## src/rtl/pc_seq_pkg.sv

```systemverilog
// pc_seq_pkg: opcode/funct constants, reset PC and next-PC source encoding for pc_sequencer
package pc_seq_pkg;
  localparam logic [5:0] OP_SPECIAL = 6'b000000;
  localparam logic [5:0] OP_J = 6'b000010;
  localparam logic [5:0] OP_JAL = 6'b000011;
  localparam logic [5:0] OP_BEQ = 6'b000100;
  localparam logic [5:0] OP_BNE = 6'b000101;
  localparam logic [5:0] FN_JR = 6'b001000;
  localparam logic [5:0] FN_JALR = 6'b001001;
  localparam logic [31:0] RESET_PC_DEFAULT = 32'h0000_3000;
  typedef enum logic [2:0] {SRC_PC4, SRC_BRANCH, SRC_JUMP, SRC_REG, SRC_REDIRECT} src_e;
endpackage

```

## src/rtl/pc_sequencer_if.sv

```systemverilog
// pc_seq_if: decode/ALU-side inputs and fetch-side outputs of the PC sequencer
interface pc_seq_if;
  logic stall;
  logic redirect_valid;
  logic [31:0] redirect_pc;
  logic [5:0] op;
  logic [5:0] funct;
  logic [4:0] rs;
  logic [15:0] branch_delta;
  logic [25:0] jump_index;
  logic [31:0] aluout;
  logic [31:0] rs_value;
  logic [31:0] pc;
  logic [31:0] pc_next;
  logic [31:0] link_addr;
  logic ras_pred_valid;
  logic [31:0] ras_pred;
  logic ras_mispredict;
  logic ras_empty;
  logic ras_full;
  modport master (
    output stall, redirect_valid, redirect_pc, op, funct, rs, branch_delta, jump_index, aluout, rs_value,
    input pc, pc_next, link_addr, ras_pred_valid, ras_pred, ras_mispredict, ras_empty, ras_full
  );
  modport slave (
    input stall, redirect_valid, redirect_pc, op, funct, rs, branch_delta, jump_index, aluout, rs_value,
    output pc, pc_next, link_addr, ras_pred_valid, ras_pred, ras_mispredict, ras_empty, ras_full
  );
endinterface

```

## src/rtl/ras_stack.sv

```systemverilog
// ras_stack: circular return-address stack; a push when full overwrites the oldest entry
module ras_stack #(
  parameter int DEPTH = 4
) (
  input  logic        clk,
  input  logic        rst_n,
  input  logic        push,
  input  logic        pop,
  input  logic [31:0] push_data,
  output logic [31:0] top,
  output logic        empty,
  output logic        full
);
  localparam int AW = $clog2(DEPTH);
  logic [31:0] mem [DEPTH];
  logic [AW-1:0] ptr;
  logic [AW:0] cnt;
  assign empty = cnt == '0;
  assign full = cnt == (AW+1)'(DEPTH);
  assign top = mem[ptr - AW'(1)];
  // ptr is the next free slot; when full it aliases the oldest entry, so a push overwrites it
  always_ff @(posedge clk) begin
    if (!rst_n) begin
      ptr <= '0;
      cnt <= '0;
    end else if (push) begin
      mem[ptr] <= push_data;
      ptr <= ptr + AW'(1);
      cnt <= full ? cnt : cnt + (AW+1)'(1);
    end else if (pop && !empty) begin
      ptr <= ptr - AW'(1);
      cnt <= cnt - (AW+1)'(1);
    end
  end
endmodule

```

## src/rtl/pc_sequencer.sv

```systemverilog
// pc_sequencer: registered MIPS next-PC sequencer; define PC_SEQ_RAS_EN to build the return-address stack
module pc_sequencer
  import pc_seq_pkg::*;
#(
  parameter logic [31:0] RESET_PC = RESET_PC_DEFAULT,
  parameter int RAS_DEPTH = 4
) (
  input logic clk,
  input logic rst_n,
  pc_seq_if.slave bus
);
  logic [31:0] pc_q, pc4, br_tgt, jmp_tgt, target, pc_next_c;
  logic is_jr, is_jalr, br_taken;
  src_e src;
  assign pc4 = pc_q + 32'd4;
  assign br_tgt = pc4 + {{14{bus.branch_delta[15]}}, bus.branch_delta, 2'b00};
  assign jmp_tgt = {pc_q[31:28], bus.jump_index, 2'b00};
  assign is_jr = bus.op == OP_SPECIAL && bus.funct == FN_JR;
  assign is_jalr = bus.op == OP_SPECIAL && bus.funct == FN_JALR;
  assign br_taken = (bus.op == OP_BEQ && bus.aluout == '0) || (bus.op == OP_BNE && bus.aluout != '0);
  // pick the next-PC source (redirect outranks the instruction) and its target
  always_comb begin
    src = bus.redirect_valid ? SRC_REDIRECT :
          br_taken ? SRC_BRANCH :
          (bus.op == OP_J || bus.op == OP_JAL) ? SRC_JUMP :
          (is_jr || is_jalr) ? SRC_REG : SRC_PC4;
    target = src == SRC_REDIRECT ? bus.redirect_pc :
             src == SRC_BRANCH ? br_tgt :
             src == SRC_JUMP ? jmp_tgt :
             src == SRC_REG ? bus.rs_value : pc4;
    pc_next_c = !rst_n ? RESET_PC : (bus.stall && !bus.redirect_valid) ? pc_q : target;
  end
  // program counter register
  always_ff @(posedge clk) begin
    if (!rst_n) pc_q <= RESET_PC;
    else pc_q <= pc_next_c;
  end
  assign bus.pc = pc_q;
  assign bus.pc_next = pc_next_c;
  assign bus.link_addr = pc4;
`ifdef PC_SEQ_RAS_EN
  logic advance, is_call, jr31, ras_empty, pred_valid;
  logic [31:0] ras_top;
  assign advance = rst_n & ~bus.stall & ~bus.redirect_valid;
  assign is_call = bus.op == OP_JAL || is_jalr;
  assign jr31 = is_jr && bus.rs == 5'd31;
  ras_stack #(.DEPTH(RAS_DEPTH)) u_ras (
    .clk(clk),
    .rst_n(rst_n),
    .push(advance & is_call),
    .pop(advance & jr31),
    .push_data(pc4),
    .top(ras_top),
    .empty(ras_empty),
    .full(bus.ras_full)
  );
  assign pred_valid = rst_n & jr31 & ~ras_empty;
  assign bus.ras_empty = ras_empty;
  assign bus.ras_pred = ras_top;
  assign bus.ras_pred_valid = pred_valid;
  assign bus.ras_mispredict = pred_valid && ras_top != bus.rs_value;
`else
  assign bus.ras_empty = 1'b1;
  assign bus.ras_full = 1'b0;
  assign bus.ras_pred = '0;
  assign bus.ras_pred_valid = 1'b0;
  assign bus.ras_mispredict = 1'b0;
`endif
endmodule

```

## src/flat_wrapper.sv

```systemverilog
// flat-port wrapper written by rule: the top's interface ports become plain ports
module pc_sequencer_flat import pc_seq_pkg::*;
#(
  parameter logic [31:0] RESET_PC = RESET_PC_DEFAULT,
  parameter int RAS_DEPTH = 4
)
  (clk, rst_n, bus_stall, bus_redirect_valid, bus_redirect_pc, bus_op, bus_funct, bus_rs, bus_branch_delta, bus_jump_index, bus_aluout, bus_rs_value, bus_pc, bus_pc_next, bus_link_addr, bus_ras_pred_valid, bus_ras_pred, bus_ras_mispredict, bus_ras_empty, bus_ras_full);
  pc_seq_if bus_i ();
  input logic clk;
  input logic rst_n;
  input wire logic [$bits(bus_i.stall)-1:0] bus_stall;
  input wire logic [$bits(bus_i.redirect_valid)-1:0] bus_redirect_valid;
  input wire logic [$bits(bus_i.redirect_pc)-1:0] bus_redirect_pc;
  input wire logic [$bits(bus_i.op)-1:0] bus_op;
  input wire logic [$bits(bus_i.funct)-1:0] bus_funct;
  input wire logic [$bits(bus_i.rs)-1:0] bus_rs;
  input wire logic [$bits(bus_i.branch_delta)-1:0] bus_branch_delta;
  input wire logic [$bits(bus_i.jump_index)-1:0] bus_jump_index;
  input wire logic [$bits(bus_i.aluout)-1:0] bus_aluout;
  input wire logic [$bits(bus_i.rs_value)-1:0] bus_rs_value;
  output wire logic [$bits(bus_i.pc)-1:0] bus_pc;
  output wire logic [$bits(bus_i.pc_next)-1:0] bus_pc_next;
  output wire logic [$bits(bus_i.link_addr)-1:0] bus_link_addr;
  output wire logic [$bits(bus_i.ras_pred_valid)-1:0] bus_ras_pred_valid;
  output wire logic [$bits(bus_i.ras_pred)-1:0] bus_ras_pred;
  output wire logic [$bits(bus_i.ras_mispredict)-1:0] bus_ras_mispredict;
  output wire logic [$bits(bus_i.ras_empty)-1:0] bus_ras_empty;
  output wire logic [$bits(bus_i.ras_full)-1:0] bus_ras_full;
  assign bus_i.stall = bus_stall;
  assign bus_i.redirect_valid = bus_redirect_valid;
  assign bus_i.redirect_pc = bus_redirect_pc;
  assign bus_i.op = bus_op;
  assign bus_i.funct = bus_funct;
  assign bus_i.rs = bus_rs;
  assign bus_i.branch_delta = bus_branch_delta;
  assign bus_i.jump_index = bus_jump_index;
  assign bus_i.aluout = bus_aluout;
  assign bus_i.rs_value = bus_rs_value;
  assign bus_pc = bus_i.pc;
  assign bus_pc_next = bus_i.pc_next;
  assign bus_link_addr = bus_i.link_addr;
  assign bus_ras_pred_valid = bus_i.ras_pred_valid;
  assign bus_ras_pred = bus_i.ras_pred;
  assign bus_ras_mispredict = bus_i.ras_mispredict;
  assign bus_ras_empty = bus_i.ras_empty;
  assign bus_ras_full = bus_i.ras_full;
  pc_sequencer #(.RESET_PC(RESET_PC), .RAS_DEPTH(RAS_DEPTH)) u_core (.clk(clk), .rst_n(rst_n), .bus(bus_i));
endmodule
```

## config.mk

```make
export PLATFORM = sky130hd
export DESIGN_NAME = pc_sequencer_flat
export DESIGN_NICKNAME = d
export VERILOG_FILES = /design/src/rtl/pc_seq_pkg.sv /design/src/rtl/pc_sequencer_if.sv /design/src/rtl/ras_stack.sv /design/src/rtl/pc_sequencer.sv /design/src/flat_wrapper.sv
export SDC_FILE = /design/constraint.sdc
export NUM_CORES = 1
export LEC_CHECK = 0
export ABC_AREA = 0
export CAP_MARGIN = 30
export CELL_PAD_IN_SITES_DETAIL_PLACEMENT = 2
export CELL_PAD_IN_SITES_GLOBAL_PLACEMENT = 2
export CORE_MARGIN = 2
export CORE_UTILIZATION = 20
export DETAILED_ROUTE_END_ITERATION = 12
export PLACE_DENSITY = 0.95
export SLEW_MARGIN = 20
export SYNTH_ARGS = -nofsm -noshare
export SYNTH_HDL_FRONTEND = slang
export SYNTH_SLANG_ARGS = --single-unit
```

## constraint.sdc

```tcl
create_clock -name clk -period 5.5 [get_ports clk]
set_input_delay 1.1 -clock clk [delete_from_list [all_inputs] [get_ports clk]]
set_output_delay 1.1 -clock clk [all_outputs]
set_load 0.02 [all_outputs]
```

## Word-level counts from Yosys, hierarchy flattened

Index checks and enable logic that the tools add are counted.
Widths: inputs -> output; s select.

- Flip-flop bits (word level): 32
- Logic and storage cells: 35
- Input bits: 159
- Output and inout port bits: 132

- Reductions and logical operators: 12
- Muxes and demuxes: 10
- Equality and inequality tests: 10
- $add $sub $neg: 2

Operator list:

| kind | number |
|---|---|
| $mux 32 | 6 |
| $add 32x3->32 const B | 1 |
| $add 32x32->32 | 1 |
| $logic_not 32->1 | 1 |
| $reduce_bool 32->1 | 1 |
| $eq 6x2->1 const B | 2 |
| $eq 6x3->1 const B | 2 |
| $eq 6x4->1 const B | 2 |
| $mux 3 | 3 |
| $eq 3x2->1 const B | 2 |
| $logic_not 6->1 | 1 |
| $logic_and 1x1->1 | 5 |
| $eq 3x1->1 const B | 1 |
| $eq 3x3->1 const B | 1 |
| $logic_or 1x1->1 | 3 |
| $mux 2 | 1 |
| $logic_not 1->1 | 1 |

## Logic depth before layout (Yosys ltp)

- Word-level depth: 14
- Mapped depth: 16
- Depth with buffers taken out: 14

## Worst setup path after synthesis

OpenSTA, ideal clock, no wires.

- Path type: register -> output
- Start point: register u_core.pc_q[2] (netlist: u_core.bus.pc[2])
- End point: output bus_pc_next[22]
- Buffers on the path: 2
- Stages on the path, launching flop included: 16
- Path slack: 0.267 ns
- Required time: 4.400 ns
- Arrival: 4.133 ns
- Cell sequence: dfxtp_1 -> ha_1 -> and4_1 -> clkbuf_1 -> nand3_1 -> nor3_1 -> xor2_1 -> ha_1 -> clkbuf_1 -> and3_1 -> a221oi_1 -> nand4b_1 -> a41oi_1 -> xnor2_1 -> nor2_1 -> o31ai_1

- Elaborated cells between the ends (all ways): 8
- Those cells by class: add/sub: 2; mux: 6

RTL lines:

| item | line | RTL |
|---|---|---|
| start, declared | pc_sequencer.sv:12 | `logic [31:0] pc_q, pc4, br_tgt, jmp_tgt, target, pc_next_c;` |
| start signal, assigned | pc_sequencer.sv:36 | `else pc_q <= pc_next_c;` |
| $add 32x3->32 | pc_sequencer.sv:15 | `assign pc4 = pc_q + 32'd4;` |
| via bus_link_addr[18] | flat_wrapper.sv:23 | `output wire logic [$bits(bus_i.link_addr)-1:0] bus_link_addr;` |
| $add 32x32->32 | pc_sequencer.sv:16 | `assign br_tgt = pc4 + {{14{bus.branch_delta[15]}}, bus.branch_delta, 2'b00};` |
| $mux 32 | pc_sequencer.sv:28 | `src == SRC_BRANCH ? br_tgt :` |
| $mux 32 | pc_sequencer.sv:27 | `target = src == SRC_REDIRECT ? bus.redirect_pc :` |
| $mux 32 (2 in series) | pc_sequencer.sv:31 | `pc_next_c = !rst_n ? RESET_PC : (bus.stall && !bus.redirect_valid) ? pc_q : target;` |
| end, declared | flat_wrapper.sv:22 | `output wire logic [$bits(bus_i.pc_next)-1:0] bus_pc_next;` |

The timed path passes the listed nets, and every way through them passes these cells.

## Worst setup path after layout

- Start point: input bus_op[1]
- End point: output bus_pc_next[7]

- Word-level cells in the longest chain between the ends: 14
- Elaborated cells between the ends (all ways): 26
- Those cells by class: eq/ne: 8; mux: 10; reduce/logical: 8

Ends and longest elaborated chain:

| item | line | RTL |
|---|---|---|
| start, declared | flat_wrapper.sv:14 | `input wire logic [$bits(bus_i.op)-1:0] bus_op;` |
| $logic_not 6->1 | pc_sequencer.sv:18, pc_sequencer.sv:19 |  |
| $logic_and 1x1->1 (on tied branches) | pc_sequencer.sv:18, pc_sequencer.sv:19 |  |
| $logic_or 1x1->1 | pc_sequencer.sv:26 | `(is_jr \|\| is_jalr) ? SRC_REG : SRC_PC4;` |
| $mux 2 | pc_sequencer.sv:26 |  |
| $mux 3 | pc_sequencer.sv:25 | `(bus.op == OP_J \|\| bus.op == OP_JAL) ? SRC_JUMP :` |
| $mux 3 (*) | pc_sequencer.sv:24 | `br_taken ? SRC_BRANCH :` |
| $mux 3 (*) | pc_sequencer.sv:23 | `src = bus.redirect_valid ? SRC_REDIRECT :` |
| $eq 3x2->1 | pc_sequencer.sv:30 | `src == SRC_REG ? bus.rs_value : pc4;` |
| $mux 32 | pc_sequencer.sv:30 |  |
| $mux 32 | pc_sequencer.sv:29 | `src == SRC_JUMP ? jmp_tgt :` |
| $mux 32 | pc_sequencer.sv:28 |  |
| $mux 32 (*) | pc_sequencer.sv:27 |  |
| $mux 32 (*) (2 in series) | pc_sequencer.sv:31 |  |

Mark *: on every way between the ends. The rest lies on a longest branch, timed or not.

==> impl_results.md <==
- Rows: 58
- Crit path max fanout: 4
- Fin crit period: 5.44 ns
- Hold crit path type: register to register
- Pwr Density: 161 nW/µm²
- Seq cells post-synth: 32
- Worst EP arrival: 4.34 ns
- Async set-reset flop share out of synthesis: 0%
- Slowest Stage Delay on Critical Path: 0.63 ns
- Clock root cell: clkbuf_16
- R2R depth: 15
- Hold Path Sink: u_core.bus.pc[26]
- Io pins: 291
- GR Overflow Total: 0
- DRT iter0 DRCs: 370
- Post-route cell area: 8960 µm²
- Layout cell share with drive strength beyond 1: 19.1%
- Detailed placement HPWL: 28100 µm
- Gate power share: 58.6%
- Layout Skew: 0.00653 ns
- Commonest non-fill, non-tap cell in the layout: clkdlybuf4s50_1
- Clock sink count: 32
- Power share of the clock group: 22.0%
- Max_cap viols: 0
- Syn_area_per_cell: 7.16 µm²
- Initial Utilization: 20.3%
- Multi-input combinational cell area: 4310 µm²
- Seq. cell area: 649 µm²
- Slowest CP cell: clkdlybuf4s50_1
- Slew HR: 60.2%
- Antenna violations before repair: 0
- NetSw: 610 µW
- Power share of the sequential group: 19.3%
- Crit Reg-Reg Startpoint: u_core.bus.pc[13]
- Area added between synthesis and finish: 76.5%
- Max-slew violations: 0
- Fin nets: 1242
- Post-DR wirelength/cell: 25.8 µm
- Mapped Area: 5080 µm²
- Final ANT Viol Nets: 0
- Crit Path Category: input pin to output port
- DR vias/cell: 5.40
- Post-synth EDFFs: 0
- Share of the cycle needed by the critical path after routing: 98.9%
- Final WL: 35500 µm
- Die W: 163 µm
- Distinct cell type count after synthesis: 72
- FMAX: 184 MHz
- Worst-path clk slew: 0.06 ns
- Port bufs: 248
- Vias: 7431
- RR Endpoint: u_core.bus.pc[31]
- Endpoint class of the critical path: output port
- CTS tree: yes
- Worst skew pair latency: 0.30 ns
- Worst-path cell chain: clkdlybuf4s50_1, nor4b_1, nand4b_1, buf_4, nor2_2, buf_4, nor3_1, or3_1, a21oi_1, a21oi_1, o21ai_0, clkdlybuf4s50_1
- Seq/Total Area, Yosys: 12.6%
- Worst Tran Pin Value: 0.595 ns
- Most frequent cells in the layout: 224 x clkdlybuf4s50_1, 117 x buf_4, 57 x nand2_1
- Hold-critical path depth: 1
- HP Start: u_core.bus.pc[26]
- Synthesized instance count: 709
- Core footprint: 25000 µm²
- Worst IR drop on VDD: 100 µV
- Pint: 831 µW
- First-pass GRT wire length: 51200 µm
- Placed Area: 8510 µm²
- RSZ-0062 raised after global routing: true
- CTS H-tree lvls: 2
- Hold Vio Cnt, Final: 0
- Fill cell count: 2862
- Die height: 163 µm
- Pleak: 0.00382 µW
- Final setup violation count: 0
- Synth Warn #: 0
- Critical path required time: 4.40 ns
- Pre-antenna DRT Iters: 5
- Pin count of the biggest net entering global routing: 32
- Vias in the first global route: 8374
- Prevailing post-synth register cell: dfxtp_1
- R2R setup slack: 1.61 ns
- Clk buf depth: 2
- Drt drc: 0
- CTS Buf Count: 5
- Status: completed
- Element type at the critical path start: input pin
- Ant diodes: 0
- GRT Overall Usage: 25.4%
- Die ar.: 26700 µm²
- Worst hold slack: 0.588 ns
- Sw frac: 42.3%
- Max FFs per register: 32
- Final GP Congestion: 0.955
- Post-route setup TNS: 0 ns
critical path: cells and delay by family:
family          cells  cell delay (ns)
buf+inv             4             1.52
compound gates      3             0.49
simple gates        5             1.22
through the flow:
stage | util, % | cells | worst slack, ns | power (µW)
detailed placement | 34.0 | 1356 | -0.419 | 1080
finish | 35.8 | 1376 | 0.0616 | 1440
CTS | 35.1 | 1370 | -0.0272 | 1420
global placement | 34.0 | 1356 | -0.244 | 1040
global route | 35.8 | 1376 | -0.0591 | 1500
floorplan | - | 743 | 0.267 | 669
cells in the mapped netlist, types with 19 or more instances:
| cell type | instances | area share (%) |
|---|---|---|
| a21o_1 | 20 | 3.0 |
| a21oi_1 | 57 | 5.6 |
| buf_4 | 38 | 5.6 |
| clkbuf_1 | 26 | 1.9 |
| dfxtp_1 | 32 | 13 |
| ha_1 | 36 | 8.9 |
| nand2_1 | 60 | 4.4 |
| nand3_1 | 26 | 2.6 |
| nor2_1 | 50 | 3.7 |
| o21ai_0 | 51 | 5.0 |
| o31ai_1 | 20 | 3.0 |
| xnor2_1 | 27 | 4.7 |
| xor2_1 | 19 | 3.3 |
metal layers:
metal	wire length (µm)	vias to the layer above	GRT usage (%)
met3	2360	94	5.97
met4	1650	0	12.1
met2	18200	344	47.0
met5	0	-	0
li1	-	3297	-
met1	13300	3696	27.1
timing repair:
action | CTS | global route
endpoints found under the setup margin | 22 | 28
resized for setup | 40 | 71
buffers inserted | 7 | 6
hold buffers | 0 | 0
pin swaps | 6 | 9
worst max path at each step:
stage               cells after the start         endpoint  slack, ns                  from
global route                           16  bus_pc_next[29]      -0.06      u_core.bus.pc[3]
floorplan                              15  bus_pc_next[22]       0.27      u_core.bus.pc[2]
finish                                 12   bus_pc_next[7]       0.06             bus_op[1]
global placement                       14  bus_pc_next[26]      -0.24   bus_branch_delta[0]
detailed placement                     13  bus_pc_next[31]      -0.42  bus_branch_delta[15]
CTS                                    15  bus_pc_next[28]      -0.03      u_core.bus.pc[8]
layout make-up:
class	instances	share of cell area, %
Multi-Input combinational cell	626	48.1
Timing Repair Buffer	369	37.9
Sequential cell	32	7.24
Tap cell	330	4.61
Clock buffer	7	1.70
Inverter	12	0.502
kinds of logic (layout without fill, tap and decap cells):
kind of cell	after synthesis	after routing	share of synthesized area [%]
muxes	6	6	1.18
DFF	32	32	12.6
buffers and inverters	85	388	9.41
adders and majority gates	37	37	9.26
and+or+nand+nor	254	254	26.5
other	2	36	0.148
xor gates and xnor gates	48	48	8.57
AOI/OAI and AO/OA	245	245	32.3
power groups by stage:
| stage | registers [µW] | logic (µW) | clock network, µW |
|---|---|---|---|
| 5_1_grt | 280 | 893 | 329 |
| 3_5_place_dp | 281 | 800 | 0 |
| 4_1_cts | 277 | 816 | 322 |
| 3_3_place_gp | 279 | 758 | 0 |
| 6_report | 278 | 845 | 317 |
| 2_1_floorplan | 299 | 369 | 0 |
Power figures use the tool's default switching activity.
==> RTL change: new RTL, same flow settings <==
Add a define of `PC_SEQ_RAS_EN`.
--- a/src/rtl/pc_sequencer.sv
+++ b/src/rtl/pc_sequencer.sv
@@ -1,2 +1,4 @@
 // pc_sequencer: registered MIPS next-PC sequencer; define PC_SEQ_RAS_EN to build the return-address stack
+`define PC_SEQ_RAS_EN
+
 module pc_sequencer
Behaviour: not the same (Yosys sat finds a counterexample within 4 cycles, from zero or initial values and one cycle with rst_n low).
==> RTL change against the unedited design <==
- the run now ends with negative setup slack left
- highest routed layer is now met5
- cell area grew 81%
- largest cell class unchanged
- critical path type is now reg2out
- setup slack lost 120 ps
- area after synthesis is 100% higher
- clock skew grew 14 ps
- total power up 150%
- sequential power grew to 5.0 times the old value
- sequential cell count rose by 133
- wire length rose by 64%
==> RTL change: results (changes against the unedited design) <==
Status = finished, violations left (was complete, no violations)
Violations in the final reports = negative setup slack
XOR/XNOR share of the synthesized area = 7.37% (was 8.57%)
Top FF cell, synth = edfxtp_1 (was dfxtp_1)
Port buffer count = 290 (was 248)
Worst min path class = reg2reg (unchanged)
Clock buffer depth = 2 (unchanged)
Hold Crit Depth = 2 (was 1)
# setup viols final = 1 (was 0)
TNS Setup = -53.6 ps (was 0 ps)
Yosys warns = 0 (unchanged)
FFs w/ async S/R, synth = 0% (unchanged)
Post-DP HPWL = 47200 um (was 28100 um)
Top post-synthesis cells by area = edfxtp_1 (38%), dfxtp_1 (7.3%), mux4_2 (7.1%) (was dfxtp_1 (13%), ha_1 (8.9%), a21oi_1 (5.6%))
Layout Skew = 20.5 ps (was 6.53 ps)
Final worst slack = -53.6 ps (was 61.6 ps)
P_leak = 6.09 nW (was 3.82 nW)
Via/cell ratio = 5.02 (was 5.40)
Vias in the first global route = 11.4k (was 8374)
Worst Path Arrival = 4450 ps (was 4340 ps)
First-pass GRT wire length = 81900 um (was 51200 um)
Post-synth EDFFs = 128 (was 0)
Initial antenna violation count = 4 (was 0)
CTS buffer count = 17 (was 5)
Ratio of cells with drive above 1 in the final layout = 25.4% (was 19.1%)
Final WL = 58300 um (was 35500 um)
Distinct cells, synth = 84 (was 72)
R2R cell count = 15 (unchanged)
CP max-delay cell = or4_4 (was clkdlybuf4s50_1)
Net Count, Synth = 1146
Router iterations before antenna repair = 5 (unchanged)
Slowest stage delay, CP = 540 ps (was 630 ps)
GRT Total Usage = 21.5% (was 25.4%)
Remaining DRCs = 0 (unchanged)
Post-synthesis sequential area ratio = 44.9% (was 12.6%)
Largest register FFs = 128 (was 32)
Worst-path maximum fanout = 4 (unchanged)
H-tree levels = 4 (was 2)
Clk slew on worst S/H paths = 80 ps (was 60 ps)
Root buf cell = clkbuf_16 (unchanged)
Register with the most flip-flops = u_core.u_ras.mem
VDD IR max = 0.238 mV (was 0.100 mV)
Post-synth top cells = edfxtp_1 (128), nand2_1 (78), xnor2_1 (60), a21oi_1 (58), nor2_1 (53) (was nand2_1 (60), a21oi_1 (57), o21ai_0 (51), nor2_1 (50), buf_4 (38))
Area post-placement = 15100 um2 (was 8510 um2)
Cts hold-fix bufs = 0 (unchanged)
Multiplexer share of the synthesized area = 7.95% (was 1.18%)
Synth Area in Compound Gates = 17.8% (was 32.3%)
Slew headroom = 45.4% (was 60.2%)
Largest net degree at the start of global routing = 36 (was 32)
GP Congestion = 0.878 (was 0.955)
Synth Area in Adders = 5.17% (was 9.26%)
Nets = 1601 (was 1242)
Skew-Pair Late Insertion Delay = 470 ps (was 300 ps)
Detailed Route Iter0 Violations = 733 (was 370)
-- RTL change: cell types whose count changed after synthesis, moves of 7 or more --
cell,unedited run,this run
edfxtp_1,0,128
a21boi_1,0,7
buf_4,38,2
xnor2_1,27,60
and2_1,9,17
nand2_1,60,78
xor2_1,19,26
mux4_2,0,32
clkbuf_1,26,34
o21a_1,2,9
o21ai_1,0,22
o21ai_0,51,32
o31ai_1,20,6
-- RTL change: routing by layer --
metal,vias up,track usage (%),routed length [um]
met5,-,0,16
met4,2,8.33,2220
met3,95,4.45,3270
met2,424,36.2,28000
met1,5360,26.9,24800
li1,4591,-,-
-- RTL change: final cells by class --
cell class | instances | area [um2]
Multi-Input combinational cell | 711 | 5770
Clock buffer | 17 | 425
Sequential cell | 165 | 4590
Clock inverter | 15 | 144
Antenna cell | 2 | 5.00
Inverter | 18 | 67.6
Timing Repair Buffer | 488 | 4380
Fill cell | 5434 | 34100
Tap cell | 672 | 841
-- RTL change: path summary, 6_finish.rpt --
path,start,endpoint,slack (ps)
worst max register to register,u_core.bus.pc[2],u_core.bus.pc[23],1730
worst min-delay path,u_core.u_ras.cnt[1],u_core.u_ras.cnt[1],530
worst max-delay path,u_core.bus.pc[2],bus_pc_next[31],-50
worst min register to register,u_core.u_ras.cnt[1],u_core.u_ras.cnt[1],530
-- RTL change: what timing repair did --
action | CTS | global route
gates resized for setup | 37 | 65
endpoints found under the setup margin | 20 | 22
pin swaps | 9 | 18
buffers inserted | 9 | 8
-- RTL change: kinds of logic (layout without fill, tap and decap cells) --
family | Yosys count | count (layout)
flops | 165 | 165
fa+ha+maj | 41 | 41
other cells | 0 | 2
buf+inv | 70 | 538
mux | 41 | 41
compound gates | 267 | 267
xor+xnor | 86 | 86
simple gates | 276 | 276
-- RTL change: worst max-delay path: cells and delay by family, from the launching register on --
family	cells	cell delay [ps]
AND/OR/NAND/NOR	7	1470
buffers and inverters	6	930
adder cells (fa/ha/maj)	2	520
AO/OA/AOI/OAI	2	430
flip-flops	1	380
XOR/XNOR	2	250
-- RTL change: power breakdown --
part | switching [mW] | leakage [nW] | internal (mW) | total, mW
clock | 0.570 | 0.275 | 0.634 | 1.20
sequential | 0.0276 | 1.47 | 1.36 | 1.39
combinational | 0.544 | 4.34 | 0.460 | 1.00
-- RTL change: through the flow --
step	instances	util [%]	setup slack [ps]
after floorplan	946	-	109
after global placement	2036	30.0	-189
after detailed placement	2037	30.0	-292
after CTS	2078	31.5	-133
after global routing	2086	32.3	-216
final	2088	32.3	-53.6
